File: config.mk
export PLATFORM = sky130hd
export DESIGN_NAME = add_pipe_reduce
export DESIGN_NICKNAME = d
export VERILOG_FILES = /design/src/rtl/add_pipe_reduce.sv
export SDC_FILE = /design/constraint.sdc
export NUM_CORES = 1
export LEC_CHECK = 0
export CAP_MARGIN = 20
export CORE_MARGIN = 2
export CORE_UTILIZATION = 55
export CTS_BUF_LIST = sky130_fd_sc_hd__clkbuf_4 sky130_fd_sc_hd__clkbuf_8
export DETAILED_ROUTE_END_ITERATION = 6
export PLACE_DENSITY = 0.95
export SLEW_MARGIN = 30
export SYNTH_ARGS = -nofsm -noshare
export SYNTH_HDL_FRONTEND = slang
export SYNTH_SLANG_ARGS = --single-unit
File: constraint.sdc
create_clock -name clk -period 4.6 [get_ports clk]
set_clock_uncertainty 0.15 [all_clocks]
set_input_delay 0.69 -clock clk [delete_from_list [all_inputs] [get_ports clk]]
set_output_delay 0.69 -clock clk [all_outputs]
set_load 0.1 [all_outputs]
File: src/rtl/add_pipe_reduce.sv
// add_pipe_reduce: pipelined adder with valid/ready handshakes on both sides.
// The add is done at the smallest width that can hold the sum (AW bits).
// That width is split into CHUNK_WIDTH carry segments, one per pipeline
// stage. Each stage hands on only the operand bits still to be added plus
// the sum bits finished so far. Result bits above AW are rebuilt by extension.
module add_pipe_reduce #(
    parameter int A_WIDTH     = 16,
    parameter int B_WIDTH     = 16,
    parameter int Y_WIDTH     = 32,
    parameter int A_SIGNED    = 0,
    parameter int B_SIGNED    = 0,
    parameter int CHUNK_WIDTH = 8,
    parameter int Y_MIN_WIDTH = 1
) (
    input  logic               clk,
    input  logic               reset,
    input  logic               in_valid,
    output logic               in_ready,
    input  logic [A_WIDTH-1:0] a,
    input  logic [B_WIDTH-1:0] b,
    output logic               out_valid,
    input  logic               out_ready,
    output logic [Y_WIDTH-1:0] y
);

    localparam bit SIGNED  = (A_SIGNED != 0) && (B_SIGNED != 0);
    localparam int MAX_AB  = (A_WIDTH > B_WIDTH) ? A_WIDTH : B_WIDTH;
    localparam int FLOOR_W = (Y_MIN_WIDTH > MAX_AB + 1) ? Y_MIN_WIDTH : MAX_AB + 1;
    localparam int AW      = (Y_WIDTH < FLOOR_W) ? Y_WIDTH : FLOOR_W;
    localparam int N       = (AW + CHUNK_WIDTH - 1) / CHUNK_WIDTH;

    logic [AW-1:0] a_ext;
    logic [AW-1:0] b_ext;
    logic [N-1:0]  v;
    logic [N-1:0]  rdy;
    logic          rdy_acc;

    if (A_WIDTH >= AW) begin : g_a_trunc
        assign a_ext = a[AW-1:0];
    end else begin : g_a_ext
        assign a_ext = {{(AW-A_WIDTH){SIGNED & a[A_WIDTH-1]}}, a};
    end

    if (B_WIDTH >= AW) begin : g_b_trunc
        assign b_ext = b[AW-1:0];
    end else begin : g_b_ext
        assign b_ext = {{(AW-B_WIDTH){SIGNED & b[B_WIDTH-1]}}, b};
    end

    // Stage k may load when it is empty or when some stage downstream of it
    // (or the consumer) can take data. Built as a running OR from the output end.
    always_comb begin
        rdy_acc = out_ready;
        rdy     = '0;
        for (int i = N - 1; i >= 0; i--) begin
            rdy_acc = rdy_acc | ~v[i];
            rdy[i]  = rdy_acc;
        end
    end

    assign in_ready = rdy[0];

    for (genvar k = 0; k < N; k++) begin : stg
        localparam int LO = k * CHUNK_WIDTH;
        localparam int HI = (LO + CHUNK_WIDTH > AW) ? AW - 1 : LO + CHUNK_WIDTH - 1;
        localparam int W  = HI - LO + 1;

        logic [AW-LO-1:0] src_a;
        logic [AW-LO-1:0] src_b;
        logic             src_c;
        logic             src_v;
        logic [W-1:0]     sum_lo;
        logic [HI:0]      s_next;
        logic             v_r;
        logic [HI:0]      s_r;

        if (k == 0) begin : g_first
            assign src_a  = a_ext;
            assign src_b  = b_ext;
            assign src_c  = 1'b0;
            assign src_v  = in_valid;
            assign s_next = sum_lo;
        end else begin : g_next
            assign src_a  = stg[k-1].g_fwd.a_r;
            assign src_b  = stg[k-1].g_fwd.b_r;
            assign src_c  = stg[k-1].g_fwd.c_r;
            assign src_v  = stg[k-1].v_r;
            assign s_next = {sum_lo, stg[k-1].s_r};
        end

        if (k < N - 1) begin : g_fwd
            localparam int RW = AW - HI - 1;
            logic [W:0]    sum_w;
            logic [RW-1:0] a_r;
            logic [RW-1:0] b_r;
            logic          c_r;

            assign sum_w  = {1'b0, src_a[W-1:0]} + {1'b0, src_b[W-1:0]} + (W+1)'(src_c);
            assign sum_lo = sum_w[W-1:0];

            // Skew registers: operand bits not yet added, plus carry into the next chunk.
            always_ff @(posedge clk) begin
                if (reset) begin
                    a_r <= '0;
                    b_r <= '0;
                    c_r <= 1'b0;
                end else if (rdy[k]) begin
                    a_r <= src_a[AW-LO-1:W];
                    b_r <= src_b[AW-LO-1:W];
                    c_r <= sum_w[W];
                end
            end
        end else begin : g_last
            // The carry out of the top chunk is dropped, so the sum wraps modulo 2^AW.
            assign sum_lo = src_a[W-1:0] + src_b[W-1:0] + W'(src_c);
        end

        // Stage valid and the sum bits finished so far; both hold while stalled.
        always_ff @(posedge clk) begin
            if (reset) begin
                v_r <= 1'b0;
                s_r <= '0;
            end else if (rdy[k]) begin
                v_r <= src_v;
                s_r <= s_next;
            end
        end

        assign v[k] = v_r;
    end

    assign out_valid   = v[N-1];
    assign y[AW-1:0]   = stg[N-1].s_r;

    if (Y_WIDTH > AW) begin : g_y_ext
        assign y[Y_WIDTH-1:AW] = {(Y_WIDTH-AW){SIGNED & stg[N-1].s_r[AW-1]}};
    end

endmodule

* After elaboration in Yosys (flattened, before gate mapping)
Index checks and enable logic that the tools add are counted. W data, S select, Z words.
Word-level totals: bits in registers 62, logic and storage cells 19
Operators by class: add/sub/neg operators 3, bitwise operators 6
Operators with widths (count):
- $add A8 B8 Y9 | 2
- $add A9 B1 Y9 | 1
- $not A1 Y1 | 3
- $or A1 B1 Y1 | 3

* Logic depth before layout (Yosys ltp)
depth after elaboration 4, depth in mapped cells 6, mapped depth without buffers 6

* Worst setup path after synthesis
Ideal clock, no wire load.
kind flip-flop to output port, start reg stg[2].v_r, in the netlist out_valid, end out in_ready, buffers on the path 1, arrival time 1.591 ns, slack 2.169 ns, data required time 3.760 ns, stages on the path, launching flop included 4, path through dfxtp_1 -> and4b_1 -> inv_2 -> buf_6
Between the ends: cells in the longest elaborated chain, start to end 4
Ends and longest elaborated chain:
- start, declared | line 74 | logic v_r;
- start signal, assigned | line 124 | v_r <= src_v;
- $not A1 Y1 | line 56 | rdy_acc = rdy_acc | ~v[i];
- $or A1 B1 Y1 (3 in series) | line 56
- end, declared | line 18 | output logic in_ready,
No other way between the ends.

* Worst setup path after layout
start in out_ready, end out in_ready
Between the ends: cells in the longest elaborated chain, start to end 3
Ends and longest elaborated chain:
- start, declared | line 22 | input logic out_ready,
- $or A1 B1 Y1 (3 in series) | line 56
No other way between the ends.

==> metrics.txt <==
Synth Cell Area=2950 um2; initial antenna violation count=0; hold_buf cts=0; cells after synthesis=354; most frequent cells in the layout=nand2_1, dfxtp_1, clkdlybuf4s50_1; slew at the pin closest to its max-slew limit=972 ps; Routed WL=6160 um; Filler cells=423; Post-Syn Area per Cell=8.34 um2; synthesized flop and latch total=62; Comb power frac=0.227; Int Power=886 uW; area delta synth->final=21.5%; clock slew at reported path FFs=60 ps; final instance area=3590 um2; Required @ worst endpoint=3760 ps; total track usage=0.216; largest net degree at the start of global routing=62; Initial Utilization=0.574; CP Max Fanout=29; # Post-CTS Setup Buffers=0; max-slew violations=0; Port Buffer Count=54; TritonCTS Buffers=9; TNS Setup=0 ps; switch share=0.313; area of placed instances=3420 um2; asr flop ratio synth=0; status=finished, final reports clean; Final setup viols=0; IO Pins=70; wire length on met3=369 um; met2 wire len=2850 um; DRT iter0 DRCs=191; Clk pwr share=0.311; vias in the first global route=2,417; Leak=1.48 nW; footprint of the multi-input gates=1530 um2; via/cell ratio=5.43; slew margin rel.=0.350; Worst Hold Class=reg2reg; Unique masters post-synth=50; PwrDens=359 nW/um2; warnings from Yosys=0; drt drc=0; global-route wire length before repair=10,400 um; top sig layer=met4; CTS tree=done; Final Hold Fails=0; WS Path Type=in2out; WL met1=2710 um; area of the core=5140 um2; maximum VDD drop=0.195 mV; TritonRoute pass-1 iters=4; highest clock rate=334 MHz; EDFF count, synth=0; # H-tree levels=3; critical path startpoint category=input pin; grt ovf=0; FF/Latch Area=1240 um2; routed wire length per instance=13.0 um; Die X-Extent=77.3 um; share of post-route cells with drive strength above 1=0.0716; period utilization=0.651; nets=456; Root Buffer=clkbuf_8; sequential-to-total area share from yosys stat=0.421; Synth Flop Type=dfxtp_1; Diodes inserted=0; worst skew pair latency=340 ps; WP data arrival=2160 ps; Cell Rows=26; Tmin final=3000 ps; max-cap viol count=0; hpwl dp=4380 um; sw power=403 uW; commonest non-fill, non-tap cell in the layout=nand2_1; DIE HEIGHT=77.3 um; critical path endpoint category=primary output; RSZ-0062 raised after global routing=false; antenna-violating nets left=0; Max clock buf depth=2; Power, Total=1.29 mW; clock sink count=62; total die area=5970 um2; routability cong.=0.821; via count=2,577; cts repair resizes=0; Seq pwr share=0.463
[flip-flops by register name, summed over array words and instances (netlist names)]
register       cells
stg.g_fwd.a_r      8
out_valid          1
stg.g_fwd.b_r      8
stg.s_r           41
stg.g_fwd.c_r      2
stg.v_r            2
[layer usage]
layer  vias up  track usage
li1       1290            -
met2       104        0.346
met3        23       0.0612
met1      1160        0.264
met4         0        0.111
met5         -            0
[logic make-up after synthesis]
kind of cell               count (synthesis)  synth area share
adders and majority gates                 18            0.0839
xor gates and xnor gates                   4            0.0119
AOI/OAI and AO/OA                         96             0.212
and+or+nand+nor                          135             0.189
DFF                                       62             0.421
other                                      1           0.00127
buffers and inverters                     38            0.0810
[metrics by stage]
stage               worst slack (ps)  std cells  hold WS (ps)   util
detailed placement              1300        461           293  0.666
global route                    1500        475           317  0.698
floorplan                       2170        368           282      -
CTS                             1280        475           301  0.698
finish                          1600        475           297  0.698
global placement                1350        461           288  0.666
[synth_stat cells, drive strengths merged, types with 2 or more instances]
cell type / n / area, um2
a31oi: 2 / 12.5
a211oi: 7 / 57.6
nor2: 15 / 56.3
o2111ai: 3 / 26.3
ha: 15 / 188
dfxtp: 62 / 1240
or3: 5 / 31.3
clkbuf: 6 / 22.5
o211ai: 3 / 22.5
o21ai: 6 / 30.0
o211a: 2 / 20.0
fa: 3 / 60.1
o21a: 5 / 38.8
a211o: 4 / 36.3
nor3: 3 / 15.0
o31ai: 2 / 15.0
xnor2: 3 / 26.3
nand3: 8 / 40.0
a311oi: 2 / 17.5
nand2: 97 / 364
a21oi: 49 / 245
inv: 3 / 11.3
a21o: 4 / 31.3
a2111oi: 2 / 23.8
buf: 28 / 201
[final cells by class]
cell class                 instances  area share
multi-input combinational        268       0.425
sequential                        62       0.346
timing repair buffer              57       0.155
clock buffer                      12      0.0426
tap                               70      0.0244
inverter                           4     0.00419
clock inverter                     2     0.00279
[path summary, 6_finish.rpt]
path	slack, ps	start	to	cells after the start
worst max-delay path	1600	out_ready	in_ready	4
worst min-delay path	300	stg[2].s_r[3]$_SDFFE_PP0P_	stg[2].s_r[3]$_SDFFE_PP0P_	2
worst max register to register	2040	stg[0].g_fwd.a_r[0]$_SDFFE_PP0P_	stg[1].s_r[14]$_SDFFE_PP0P_	6
worst min register to register	300	stg[2].s_r[3]$_SDFFE_PP0P_	stg[2].s_r[3]$_SDFFE_PP0P_	2
[worst max-delay path, stage by stage]
cell,delay [ps]
clkdlybuf4s50_1,460
and4b_2,670
inv_2,70
buf_4,250
[power by group through the flow]
| stage | registers [mW] | clock network, mW | logic [mW] |
|---|---|---|---|
| 6_report | 0.596 | 0.400 | 0.292 |
| 5_1_grt | 0.601 | 0.429 | 0.312 |
| 4_1_cts | 0.596 | 0.404 | 0.291 |
| 3_5_place_dp | 0.607 | 0 | 0.289 |
| 3_3_place_gp | 0.605 | 0 | 0.281 |
| 2_1_floorplan | 0.659 | 0 | 0.173 |
Power figures use the tool's default switching activity.
